**src/rtl/buff_regs_bank.sv**
```systemverilog
// NCH-wide set/clear buffer-register bank with sticky overflow and a snapshot serial readback engine.
// Define BUFF_REGS_PARITY_EN to append an odd-parity bit after the NCH data bits of each readback.
module buff_regs_bank #(
    parameter int NCH = 8,
    parameter int AW  = 3
) (
    input  logic           SIM_CLK,
    input  logic           SIM_RST,
    input  logic           V1,
    input  logic           SET_STB,
    input  logic [AW-1:0]  SET_ADDR,
    input  logic           CLR_STB,
    input  logic [NCH-1:0] CLR_MASK,
    input  logic           RD_START,
    output logic [NCH-1:0] BRD,
    output logic           OVF,
    output logic           RD_BUSY,
    output logic           SER_OUT,
    output logic           SER_VALID,
    output logic           RD_DONE
);

`ifdef BUFF_REGS_PARITY_EN
    localparam int SW = NCH + 1;
`else
    localparam int SW = NCH;
`endif
    localparam logic [AW:0] NBITS = (AW+1)'(SW);

    typedef enum logic [1:0] {IDLE, SHIFT, DONE} state_t;

    logic [NCH-1:0] brd_q, brd_d, set_vec, clr_vec;
    logic           ovf_q, ovf_d, addr_ok, ovf_evt;
    state_t         state_q;
    logic [SW-1:0]  shift_q, snap;
    logic [AW:0]    cnt_q;

    always_comb begin
        set_vec = '0;
        addr_ok = 1'b0;
        for (int i = 0; i < NCH; i++) begin
            if (SET_ADDR == AW'(i)) begin
                set_vec[i] = 1'b1;
                addr_ok    = 1'b1;
            end
        end
        clr_vec = CLR_STB ? CLR_MASK : '0;
        // A bit cleared on the same edge it is set never counts as an overflow.
        ovf_evt = SET_STB && (!addr_ok || (|(brd_q & set_vec & ~clr_vec)));
        brd_d   = SET_STB ? ((brd_q | set_vec) & ~clr_vec) : (brd_q & ~clr_vec);
        ovf_d   = ovf_q;
        if (CLR_STB && (&CLR_MASK)) ovf_d = 1'b0;
        if (ovf_evt) ovf_d = 1'b1;
    end

`ifdef BUFF_REGS_PARITY_EN
    assign snap = {brd_q, ~(^brd_q)};
`else
    assign snap = brd_q;
`endif

    always_ff @(posedge SIM_CLK or negedge SIM_RST) begin
        if (!SIM_RST) begin
            brd_q   <= '0;
            ovf_q   <= 1'b0;
            state_q <= IDLE;
            shift_q <= '0;
            cnt_q   <= '0;
        end else if (V1) begin
            brd_q <= brd_d;
            ovf_q <= ovf_d;
            case (state_q)
                IDLE: begin
                    // Snapshot is the pre-edge image, so this edge's set/clear is not in the stream.
                    if (RD_START) begin
                        state_q <= SHIFT;
                        shift_q <= snap;
                        cnt_q   <= NBITS;
                    end
                end
                SHIFT: begin
                    shift_q <= shift_q << 1;
                    cnt_q   <= cnt_q - 1'b1;
                    if (cnt_q == (AW+1)'(1)) state_q <= DONE;
                end
                DONE:    state_q <= IDLE;
                default: state_q <= IDLE;
            endcase
        end
    end

    assign BRD       = brd_q;
    assign OVF       = ovf_q;
    assign SER_VALID = (state_q == SHIFT);
    assign SER_OUT   = shift_q[SW-1] & (state_q == SHIFT);
    assign RD_DONE   = (state_q == DONE);
    assign RD_BUSY   = (state_q != IDLE);

endmodule

```
**config.mk**
```make
export PLATFORM = sky130hd
export DESIGN_NAME = buff_regs_bank
export DESIGN_NICKNAME = d
export VERILOG_FILES = /design/src/rtl/buff_regs_bank.sv
export SDC_FILE = /design/constraint.sdc
export NUM_CORES = 1
export LEC_CHECK = 0
export ABC_AREA = 1
export BUFFER_PORTS_ARGS = -buffer_cell sky130_fd_sc_hd__buf_2
export CORE_MARGIN = 2
export CORE_UTILIZATION = 56
export CTS_BUF_LIST = sky130_fd_sc_hd__clkbuf_8 sky130_fd_sc_hd__clkbuf_16
export DETAILED_ROUTE_END_ITERATION = 6
export PLACE_DENSITY_LB_ADDON = 0.2
export RECOVER_POWER = 25
export SYNTH_ARGS = -nofsm -noshare
export SYNTH_HDL_FRONTEND = slang
export SYNTH_SLANG_ARGS = --single-unit
export TNS_END_PERCENT = 20
```
**constraint.sdc**
```tcl
create_clock -name SIM_CLK -period 3 [get_ports SIM_CLK]
set_input_delay 0.6 -clock SIM_CLK [delete_from_list [all_inputs] [get_ports SIM_CLK]]
set_output_delay 0.6 -clock SIM_CLK [all_outputs]
set_load 0.01 [all_outputs]
```
# == Yosys cells after proc, flatten, opt, wreduce, memory -nomap -nowiden ==
# Index checks and enable logic that the tools add are counted.
# totals
register_bits,23
latch_bits,0
ramBits,0
rom_bits,0
in_bits,17
out_inout_bits,13
n_memories,0
# op_classes
add_sub_neg,1
multipliers,0
n_div,0
magnitude_cmp,0
n_eq_ne,12
shifts,0
mux,26
bitwise_logic,7
n_reduce_logical,14
# op_table
operator,count
$and 8x8->8,4
$mux 8,3
$mux 1,17
$pmux 8 s2,1
$eq 3x3->1 const B,4
$not 8->8,1
$or 8x8->8,1
$pmux 4 s2,1
$reduce_and 8->1,1
$reduce_or 8->1,1
$eq 3x2->1 const B,2
$reduce_and 3->1,2
$reduce_bool 2->1,3
$eq 4x1->1 const B,1
$mux 2,2
$mux 4,1
$pmux 2 s2,1
$sub 4x1->4 const B,1
$eq 3x1->1 const B,1
$logic_not 3->1,1
$eq 2x1->1 const B,1
$eq 2x2->1 const B,1
$logic_and 1x1->1,2
$logic_not 2->1,1
other kinds (6),6

# == Depth between registers and ports, before layout ==
# depth
ltp_word,14
ltp_mapped,9

# == Least setup slack after synthesis ==
# Ideal clock, no wire load.
# synth_timing
kind,reg-to-output
startpoint,register state_q[1]
endpoint,output SER_OUT
arrival_time_ps,945
required_time_ps,2400
setup_slack_ps,1455
path_stages_with_launch,5
path_buffers,1
cell_sequence,dfrtp_1 -> inv_1 -> nand2_2 -> buf_4 -> nor2_1
# synth_via
elab_chain_len,2
# synth_rtl
element,line,source
from (decl),34,state_t state_q;
from (signal assigned),66,state_q <= IDLE;
from (signal assigned),76,state_q <= SHIFT;
from (signal assigned),84,if (cnt_q == (AW+1)'(1)) state_q <= DONE;
$eq 2x1->1,95,assign SER_OUT = shift_q[SW-1] & (state_q == SHIFT);
$and 1x1->1,95,
to (decl),18,"output logic SER_OUT,"
# No other way between the ends.

# == Final worst setup path ==
# layout_timing
startpoint,register state_q[1]
endpoint,output SER_VALID
# layout_via
elab_chain_len,1
# layout_rtl
element,line,source
$eq 2x1->1,94,assign SER_VALID = (state_q == SHIFT);
to (decl),19,"output logic SER_VALID,"
# No other way between the ends.

==> results.md <==
* Fin Clk Skew at 2.31 ps
* DRC Markers at 0
* Area of the multi-input gates at 558 µm²
* Worst relative slew slack at 0.211
* Simple-gate share of the synthesized area at 0.235
* Final nets at 215
* Status: finished clean
* Clk root buf: clkbuf_8
* Crit start category: flip-flop
* Crit path buffers/inverters at 3
* Hold Path Stages at 2
* Routed WL per cell at 13.0 µm
* Hold slack at 506 ps
* Setup CP Type: reg2out
* Iteration-0 DRC Markers at 19
* Chip height at 51.7 µm
* Crit Path Max Fanout at 16
* Top cell type's share of synthesized area at 0.451
* Post-Synth XOR/XNOR Area at 0
* Final setup fails at 0
* Antenna viol nets, final at 0
* Critical path endpoint category: output pin
* First-pass GRT wire length at 4.92 mm
* Area Growth Syn to Fin at 14.6%
* Number of port buffers at 29
* WP data required at 2400 ps
* Synth async-reset ratio at 1.00
* Via count at 1,204
* First drt pass iteration count at 4
* Synth Area in Adders at 0.0196
* Worst slew pin tran at 1180 ps
* Clock latency at the later pin of the worst-skew pair at 270 ps
* Min cycle time layout at 1960 ps
* GRT Residual Overflow at 0
* Largest family of logic cells by synthesized area: simple AND/OR/NAND/NOR gates
* Clk slew on worst S/H paths at 80 ps
* Syn_nets at 186
* Setup_tns at 0 ps
* Count leader, synth: nand2_1
* Core area at 0.00219 mm²
* Setup repair bufs after CTS at 0
* Cts repair resizes at 0
* Cells on worst reg2reg path at 5
* Maximum clock path buffer count at 2
* Via density at 5.40
* Synth Area in Compound Gates at 0.184
* Vias in the first global route at 1,185
* Register Area at 576 µm²
* Number of synthesized flops with an enable pin at 0
* Cells after Synth at 167
* # Max-Cap Violations at 0
* RSZ-0062 raised after global routing: false
* CTS hold repair buffers at 0
* FF-to-FF End: cnt_q[2]$_DFFE_PN0P_
* Yosys top cell by area: dfrtp_1
* TritonCTS buffer count at 3
* R2R Path Start: state_q[0]$_DFFE_PN0P_
* H-tree depth at 1
* WP data arrival at 1360 ps
* Chip Width at 51.7 µm
* Clk sink count at 23
* Register area share after synthesis at 0.451
* Largest net degree at the start of global routing at 24
* Fill cells at 198
* Hold Path Sink: OVF$_DFFE_PN0P_
* Endpoints failing hold at 0
* Synth Cell Area at 0.00127 mm²
* Commonest cells in the netlist: nand2_1 (38), inv_1 (25), dfrtp_1 (23), nor2_1 (14), a21oi_1 (13)
* Gr usage total at 0.251
* Worst slack at placement at 1070 ps
* Hold WC Path Type: reg2reg
* FMAX at 511 MHz
* Worst Setup Slack, final at 1040 ps
* CP top delay family: buffers and inverters
* Most used cell, CP: inv_1
* Top cells by area, synth: dfrtp_1 (45%), nand2_1 (11%), inv_1 (7.4%)
* DP HPWL at 2.15 mm
* Diodes inserted at 0
* Total wire length at 2.90 mm
* Slowest CP cell: dfrtp_1
* R2r setup slk at 1500 ps
* Max IR drop VDD at 676 µV
* Largest stage delay, worst path at 410 ps
* Die area at 0.00267 mm²
* Netlist cell types at 23
* Initial core utilization at 0.582
* Post-synth top flop: dfrtp_1
* I/O pin count at 30
* Max Slew Vio Count at 0
* Static leakage at 0.000740 µW
* Yosys reg bits at 23
* Mux cell area share after synthesis at 0
* Synthesis Warnings at 0
* Num rows at 17
* Initial antenna violation count at 0
* CTS tree: yes
* Pwr dens at 732 mW/mm²
* Avg Cell Area, Syn at 7.63 µm²
* Share of layout cells above drive strength 1 at 0.190
* Routability cong. at 0.889
* Cell Chain, Critical Path: inv_1 -> nand2_2 -> inv_1 -> buf_2
* Period utilisation layout at 0.653
* Hold_sp: OVF$_DFFE_PN0P_
## cell type report
type,count,share of cell area
flip-flops and latches,23,0.394
multi-input cells,113,0.382
repair buffers,29,0.0985
inverters,26,0.0685
clock buffers,3,0.0283
well taps,28,0.0240
clock inverters,1,0.00514
## sequential cells by signal, indices dropped and copies added, names as in the netlist
| name | count |
|---|---|
| BRD | 8 |
| shift_q | 8 |
| cnt_q | 4 |
| state_q | 2 |
| OVF | 1 |
## kinds of logic after synthesis
logic type | Yosys count
AOI/OAI and AO/OA | 42
adders and majority gates | 2
and+or+nand+nor | 69
buffers and inverters | 31
DFF | 23
## per-layer routing
| layer | global-route usage | up-vias | wire (µm) |
|---|---|---|---|
| met5 | 0 | - | 0 |
| met4 | 0.140 | 0 | 59 |
| met3 | 0.0460 | 7 | 165 |
| met2 | 0.406 | 39 | 1360 |
| met1 | 0.315 | 553 | 1320 |
| li1 | - | 605 | - |
## tightest hold or removal path: cells and delay by family (launching register included)
kind               cells  cell delay (ps)
DFF                    1              360
AOI/OAI and AO/OA      1               70
and+or+nand+nor        1               50
## how the worst max path moves through the flow
stage / slack (ps) / from / cells after the start / end
2_1_floorplan: 1460 / state_q[1]$_DFFE_PN0P_ / 4 / SER_OUT
3_3_place_gp: 1150 / V1 / 6 / cnt_q[2]$_DFFE_PN0P_
3_5_place_dp: 1070 / V1 / 6 / cnt_q[2]$_DFFE_PN0P_
4_1_cts: 1050 / state_q[1]$_DFFE_PN0P_ / 4 / SER_VALID
5_1_grt: 980 / state_q[1]$_DFFE_PN0P_ / 4 / SER_VALID
6_report: 1040 / state_q[1]$_DFFE_PN0P_ / 4 / SER_VALID
## stage by stage
step / power, µW / util / cell area (µm²) / std cells
3_3_place_gp: 849 / 0.645 / 1410 / 219
4_1_cts: 1070 / 0.668 / 1460 / 223
5_1_grt: 1160 / 0.667 / 1460 / 223
6_report: 1070 / 0.667 / 1460 / 223
3_5_place_dp: 870 / 0.645 / 1410 / 219
2_1_floorplan: 763 / - / 1270 / 167
## cells in the final DEF, fill, tap and decap left out
cell type / instances
a21boi_0: 1
a21oi_1: 13
a21oi_2: 1
a31oi_1: 6
buf_2: 28
clkbuf_1: 1
clkbuf_8: 3
clkinvlp_4: 1
dfrtp_1: 23
ha_1: 2
inv_1: 25
inv_4: 1
nand2_1: 38
nand2_2: 2
nand3_1: 9
nand4_1: 3
nor2_1: 14
nor3_1: 1
nor3_4: 1
nor4_1: 1
o21ai_0: 6
o21ai_1: 10
o22a_1: 1
o22ai_1: 3
o31ai_1: 1
## power by group
part,internal [µW],switching [µW]
logic,145,255
registers,408,59.1
clock network,94.2,108
total,647,422
No activity file was read; power rests on OpenSTA's default activity.
